### config.mk
export PLATFORM = sky130hd
export DESIGN_NAME = seg7_capture_decoder
export DESIGN_NICKNAME = d
export VERILOG_FILES = /design/src/rtl/seg7_capture_decoder.sv
export SDC_FILE = /design/constraint.sdc
export NUM_CORES = 1
export LEC_CHECK = 0
export CAP_MARGIN = 20
export CORE_AREA = 10 10 75 77
export CTS_CLUSTER_DIAMETER = 100
export DETAILED_ROUTE_END_ITERATION = 12
export DIE_AREA = 0 0 85 87
export DONT_BUFFER_PORTS = 1
export MAX_ROUTING_LAYER = met4
export PLACE_DENSITY = 0.66
export SETUP_SLACK_MARGIN = 0.5
export SYNTH_ARGS = -nofsm -noshare
export SYNTH_HDL_FRONTEND = slang
export SYNTH_SLANG_ARGS = --single-unit
### constraint.sdc
create_clock -name CLOCK_50 -period 4.16 [get_ports CLOCK_50]
set_clock_uncertainty 0.2 [all_clocks]
set_input_delay 0.832 -clock CLOCK_50 [delete_from_list [all_inputs] [get_ports CLOCK_50]]
set_output_delay 0.832 -clock CLOCK_50 [all_outputs]
set_load 0.01 [all_outputs]
### src/rtl/seg7_capture_decoder.sv
// Debounced capture of an active-low 7-segment bus, decoded back to a hex digit.
// Illegal stable patterns pulse pat_err and bump a saturating error counter.
module seg7_capture_decoder #(
    parameter int STABLE_CYCLES = 4
) (
    input  logic       CLOCK_50,
    input  logic       reset,
    input  logic [6:0] seg_in,
    input  logic       clr_err,
    output logic [3:0] digit,
    output logic       digit_valid,
    output logic       pat_err,
    output logic       blank,
    output logic [3:0] err_count
);

    localparam int CW = (STABLE_CYCLES < 2) ? 1 : $clog2(STABLE_CYCLES);
    localparam logic [CW-1:0] CNT_LAST = CW'(STABLE_CYCLES - 1);
    localparam logic [CW-1:0] CNT_ONE  = CW'(1);

    typedef enum logic {
        HOLD,
        COUNT
    } state_t;

    state_t      r_state;
    logic [6:0]  r_s1;
    logic [6:0]  r_s2;
    logic [6:0]  r_cand;
    logic [6:0]  r_last;
    logic [CW-1:0] r_cnt;
    logic [3:0]  r_digit;
    logic        r_dv;
    logic        r_pe;
    logic        r_blank;
    logic [3:0]  r_errc;

    logic [6:0]  w_p;
    logic [3:0]  w_dec;
    logic        w_legal;
    logic        w_blank;
    logic [3:0]  w_errc_inc;

    // Decode the candidate in active-high form
    always_comb begin
        w_p     = ~r_cand;
        w_dec   = 4'h0;
        w_legal = 1'b1;
        case (w_p)
            7'h7E: w_dec = 4'h0;
            7'h30: w_dec = 4'h1;
            7'h6D: w_dec = 4'h2;
            7'h79: w_dec = 4'h3;
            7'h33: w_dec = 4'h4;
            7'h5B: w_dec = 4'h5;
            7'h5F: w_dec = 4'h6;
            7'h70: w_dec = 4'h7;
            7'h7F: w_dec = 4'h8;
            7'h7B: w_dec = 4'h9;
            7'h77: w_dec = 4'hA;
            7'h1F: w_dec = 4'hB;
            7'h4E: w_dec = 4'hC;
            7'h3D: w_dec = 4'hD;
            7'h4F: w_dec = 4'hE;
            7'h47: w_dec = 4'hF;
            default: w_legal = 1'b0;
        endcase
        w_blank = (w_p == 7'h00);
    end

    assign w_errc_inc = (r_errc == 4'hF) ? 4'hF : r_errc + 4'd1;

    always_ff @(posedge CLOCK_50 or posedge reset) begin
        if (reset) begin
            r_state <= HOLD;
            r_s1    <= 7'h7F;
            r_s2    <= 7'h7F;
            r_cand  <= 7'h7F;
            r_last  <= 7'h7F;
            r_cnt   <= '0;
            r_digit <= 4'h0;
            r_dv    <= 1'b0;
            r_pe    <= 1'b0;
            r_blank <= 1'b1;
            r_errc  <= 4'h0;
        end else begin
            r_s1 <= seg_in;
            r_s2 <= r_s1;
            r_dv <= 1'b0;
            r_pe <= 1'b0;
            if (clr_err)
                r_errc <= 4'h0;
            case (r_state)
                HOLD: begin
                    if (r_s2 != r_cand) begin
                        r_cand  <= r_s2;
                        r_cnt   <= CNT_ONE;
                        r_state <= COUNT;
                    end
                end
                COUNT: begin
                    if (r_s2 != r_cand) begin
                        r_cand <= r_s2;
                        r_cnt  <= CNT_ONE;
                    end else if (r_cnt == CNT_LAST) begin
                        r_state <= HOLD;
                        // A glitch that settles back on the old pattern is ignored
                        if (r_cand != r_last) begin
                            r_last <= r_cand;
                            if (w_legal) begin
                                r_digit <= w_dec;
                                r_dv    <= 1'b1;
                                r_blank <= 1'b0;
                            end else if (w_blank) begin
                                r_blank <= 1'b1;
                            end else begin
                                r_pe    <= 1'b1;
                                r_blank <= 1'b0;
                                r_errc  <= clr_err ? 4'd1 : w_errc_inc;
                            end
                        end
                    end else begin
                        r_cnt <= r_cnt + CNT_ONE;
                    end
                end
                default: r_state <= HOLD;
            endcase
        end
    end

    assign digit       = r_digit;
    assign digit_valid = r_dv;
    assign pat_err     = r_pe;
    assign blank       = r_blank;
    assign err_count   = r_errc;

endmodule

# After elaboration in Yosys (flattened, before gate mapping)

Index checks and enable logic that the tools add are counted.

Bits in registers: 42
Input bits: 10
Output and inout bits: 11
Logic and storage cells: 76

$add $sub $neg: 2
Equal/unequal tests: 22
Mux-type cells: 33
Bitwise logic cells: 3
Reductions and logical operators: 5

Operators with widths:

| kind                                                             | count |
|---|---|
| 7-bit == test (second input constant)                            | 12 |
| 4-bit one-hot mux with 15 select lines                           | 1 |
| 4-bit two-way mux                                                | 9 |
| 7-bit by 6-bit == test with 1-bit output (second input constant) | 3 |
| 1-bit two-way mux                                                | 17 |
| 16-bit OR reduction                                              | 1 |
| 7-bit != test                                                    | 2 |
| 7-bit by 5-bit == test with 1-bit output (second input constant) | 1 |
| 7-bit zero test                                                  | 1 |
| 7-bit two-way mux                                                | 1 |
| 7-bit NOT                                                        | 1 |
| 2-bit two-way mux                                                | 3 |
| 5-bit AND reduction                                              | 1 |
| 4-bit by 1-bit adder with 4-bit output (second input constant)   | 1 |
| 4-bit == test (second input constant)                            | 1 |
| 2-bit one-hot mux with 2 select lines                            | 1 |
| 4-bit AND reduction                                              | 1 |
| 3-bit != test (second input constant)                            | 1 |
| 2-bit by 1-bit adder with 2-bit output (second input constant)   | 1 |
| 2-bit == test (second input constant)                            | 1 |
| 2-bit != test (second input constant)                            | 1 |
| 1-bit NOT                                                        | 2 |
| 1-bit one-hot mux with 2 select lines                            | 1 |
| 2-bit AND reduction                                              | 1 |

# Longest topological paths before layout

Depth in word-level cells: 9
Gate-level depth with buffers: 8
Depth with buffers taken out: 6

# Worst setup path after synthesis

No wires, ideal clock.

Kind: register to register
Start point: register r_cand[6]
End point: register r_digit[3] (netlist: digit[3])
Setup time: 0.125 ns
Data arrival time: 2.165 ns
Required time: 3.835 ns
Slack: 1.670 ns
Stages on the path, launching flop included: 7
Path buffers: 0
Period minus slack after synthesis: 2.490 ns
Cells stage by stage: dfstp_2 > or3b_4 > or4b_4 > o21ai_4 > nor3_4 > a21boi_4 > mux2_4

Longest elaborated chain between the ends: 5
Elaborated cells on any way between the ends: 24
Classes of those cells: 18 x eq/ne; 2 x mux; 2 x bitwise; 2 x reduce/logical

RTL lines:

| what                                  | RTL line | RTL |
|---|---|---|
| start, declared                       | 29       | `logic [6:0] r_cand;` |
| start signal, assigned                | 96       | `r_cand <= r_s2;` |
| start signal, assigned                | 103      | `r_cand <= r_s2;` |
| 7-bit NOT                             | 46       | `w_p = ~r_cand;` |
| 7-bit == test (tied with other cells) | 49       | `case (w_p)` |
| 16-bit OR reduction (no source line)  | n/a      |  |
| 1-bit two-way mux                     | 49       |  |
| 5-bit AND reduction (no source line)  | n/a      |  |
| end signal, assigned                  | 111      | `r_digit <= w_dec;` |
| end, declared                         | 32       | `logic [3:0] r_digit;` |

Several ways; a longest one is shown, not always the timed one.
A chain may end at the register's enable or synchronous reset.

# Final worst setup path

Start point: register r_cand[5]
End point: register r_digit[3] (netlist: digit[3])

The elaborated chain is that of the path after synthesis.

==> results by group <==
Power and ir drop
  • Leak: 0.860 nW
  • Power density over cell area: between 300 and 400 nW/um^2
  • Max rail drop VDD: ~0.26 mV

Placed design
  • Post-DP HPWL: 2730 microns
  • GP Congestion: between 0.7 and 0.8
  • Placed instance count: 212
  • Count of buffers from port buffering: 0

CTS
  • Clk pin slew, worst setup/hold paths: approximately 90 ps
  • Longest Clk Path Bufs: 2
  • Root cell of the clock tree: clkbuf_8
  • PostCTS Resize Cnt: 0
  • Htree depth: 2
  • Clock sinks: 42
  • Post-CTS Setup Inserts: 0
  • Post-CTS Hold Buffers: 0
  • Clk_lat worst skew: about 300 ps
  • CTS Buf Count: 5
  • CTS tree: built

Synth
  • Cell with the most instances after synthesis: dfstp_2
  • Post-synth EDFFs: 0
  • Main synth FF type: dfstp_2
  • Post-synthesis async set-or-reset flop share: 100%
  • Largest family of logic cells by synthesized area: simple AND/OR/NAND/NOR gates
  • Adder-Cell Fraction of Synth Area: between 1 and 1.5%
  • Top post-synthesis cells by area: dfstp_2 (37%), dfrtp_1 (16%), mux2_1 (4.4%)
  • List of most frequent post-synthesis cells: dfstp_2 (29), dfrtp_1 (13), clkbuf_1 (9), xor2_1 (9)
  • Post-synth design cell area: just over 2000 sq um
  • Compound-Gate Fraction of Synth Area: 9.47%
  • Synth Area in Simple Gates: between 10% and 20%
  • Share of the synthesized area in the top cell type: around 37%
  • Post-synthesis sequential area ratio: 53.1%
  • Largest area contributor in the netlist: dfstp_2
  • Synth Area in XOR/XNOR: under 10%
  • Netlist cell types: 48
  • Post-Syn Area per Cell: 11.6 sq um
  • Mux cell area share after synthesis: approximately 6.1%
  • Yosys warnings: 0
  • Post-Syn Nets: 189
  • Mapped Cells: 177
  • Register bit total from synthesis: 42

Layout
  • Filler cells: about 400
  • Final net count: between 150 and 200
  • Area Overhead vs Synth: 4.46%
  • Fraction of layout cells with a size suffix above 1: 28.0%
  • Ant. Diodes: 0
  • Fin cells: 220

Critical path
  • Worst endpoint data arrival time: between 2000 and 3000 ps
  • WP buf/inv: 1
  • Crit path launch type: register
  • Slowest cell delay on critical path: 740 ps
  • Critical Path RT: just over 4000 ps
  • Worst path cell trace: xor2_1, nor4_1, nand4_1, nor3_2, buf_4, a21boi_4, mux2_4
  • Reg2reg start: r_cand[5]
  • CP Capture Type: register
  • Worst-path maximum fanout: 19
  • WS Path Type: register to register
  • Slowest CP cell: dfstp_2
  • Worst setup startpoint: r_cand[5]
  • CP top delay family: simple AND/OR/NAND/NOR gates
  • Reg2Reg Setup Slack: 1340 ps

Flow run
  • # Max-Cap Violations: 0

STA
  • Setup TNS: 0 ps
  • Tmin final: about 2800 ps
  • Period utilisation layout: between 60 and 70%
  • Worst slew pin tran: approximately 660 ps
  • Peak Freq: ~0.35 GHz
  • Worst slew margin: roughly 56%
  • Hold Violations, Final: 0
  • Final Setup Violations: 0
  • RSZ-0062 raised after global routing: no
  • Slew Limit Fails: 0

Drt
  • Final wirelength: about 3800 microns
  • Routed length per instance: ~17 microns
  • ANT nets after route: 0
  • DR iter-0 viols: 78
  • Drt via density: 5.75
  • DR vias: about 1300
  • Number of remaining DRC errors: 0
  • Drt pass-1 iters: 4

Die
  • Std cell rows: 24
  • Die X: between 80 and 90 microns
  • IO Count: 21
  • Total die area: around 7400 sq um
  • Placeable Area: between 4000 and 5000 sq um
  • Initial Util: about half
  • Die height: a little under 90 microns

Hold path
  • HP Class: register to register
  • Hold_sp: r_s1[2]

GRT
  • Busiest grt layer: met2
  • Antenna violations before repair: 0
  • Grt met3 use: 3.37%
  • GRT overflow: 0
  • GR Util met1: 12.4%
  • First-pass GRT wire length: 6490 microns
  • GRT Overall Usage: roughly 11%
  • Vias in the first global route: 1363
  • M2 GR Usage: between 10% and 20%
  • Largest net degree at the start of global routing: 26

Status
  • Status: complete, no violations
[where the power goes]
part	internal [W]	switching, W
Clock	0.000125	0.000149
Combinational	0.0000158	0.0000193
Sequential	0.000429	0.0000204
[per-layer routing]
layer | vias up | part of all wire [%]
li1 | 606 | -
met1 | 625 | 44
met2 | 22 | 50
met3 | 13 | 3.5
met4 | 0 | 2.7
met5 | - | 0
[through the flow]
stage / setup slack, ps / cell area (sq um) / utilization (%) / power, W / hold WS, ps
floorplan: 1670 / 2050 / - / 0.000485 / 145
global placement: 1420 / 2040 / 48.2 / 0.000489 / 146
detailed placement: 1350 / 2040 / 48.2 / 0.000492 / 149
CTS: 1310 / 2140 / 50.5 / 0.000770 / 162
global route: 1100 / 2140 / 50.5 / 0.000799 / 166
finish: 1340 / 2140 / 50.5 / 0.000758 / 160
[state kept, by name, indices dropped and copies added, names as in the netlist]
name         cells
blank            1
digit            4
digit_valid      1
err_count        4
pat_err          1
r_cand           7
r_cnt            2
r_last           7
r_s1             7
r_s2             7
r_state          1
[cells by family after synthesis]
group                    after synthesis
XOR/XNOR                              16
AO/OA/AOI/OAI                         23
adder cells (fa/ha/maj)                2
buffers and inverters                 27
AND/OR/NAND/NOR                       56
multiplexers                          11
flip-flops                            42
[path summary, 6_finish.rpt]
path	to	cells past startpoint
worst max-delay path	digit[3]	7
worst min-delay path	r_s2[2]	0
worst max register to register	digit[3]	7
worst min register to register	r_s2[2]	0
max in group asynchronous	r_s2[5]	2
min in group asynchronous	r_state	1
[layout by cell type (no fill, tap or decap), drive strengths merged, types with 2 or more instances in the layout]
cell     instances
and2             2
xor2             9
dfstp           29
mux2             9
nand3            4
and4b            2
xnor2            7
or3              2
buf              2
a41o             3
nand2b           5
ha               2
a21boi           2
nor4             6
o21ai            6
nand2            6
o2bb2ai          2
a21oi            3
clkbuf           5
dfrtp           13
nand3b           3
mux2i            2
inv             10
nor3             6
nand4            7
nor2             6
[cell type report]
cell class | count | area (sq um) | area share [%]
well taps | 52 | 65.1 | 3.04
clock buffers | 5 | 68.8 | 3.22
multi-input cells | 108 | 845 | 39.5
clock inverters | 3 | 28.8 | 1.35
inverters | 8 | 30.0 | 1.40
flip-flops and latches | 42 | 1090 | 50.8
repair buffers | 2 | 15.0 | 0.702
Note: power is estimated with default switching activity, not from simulation.
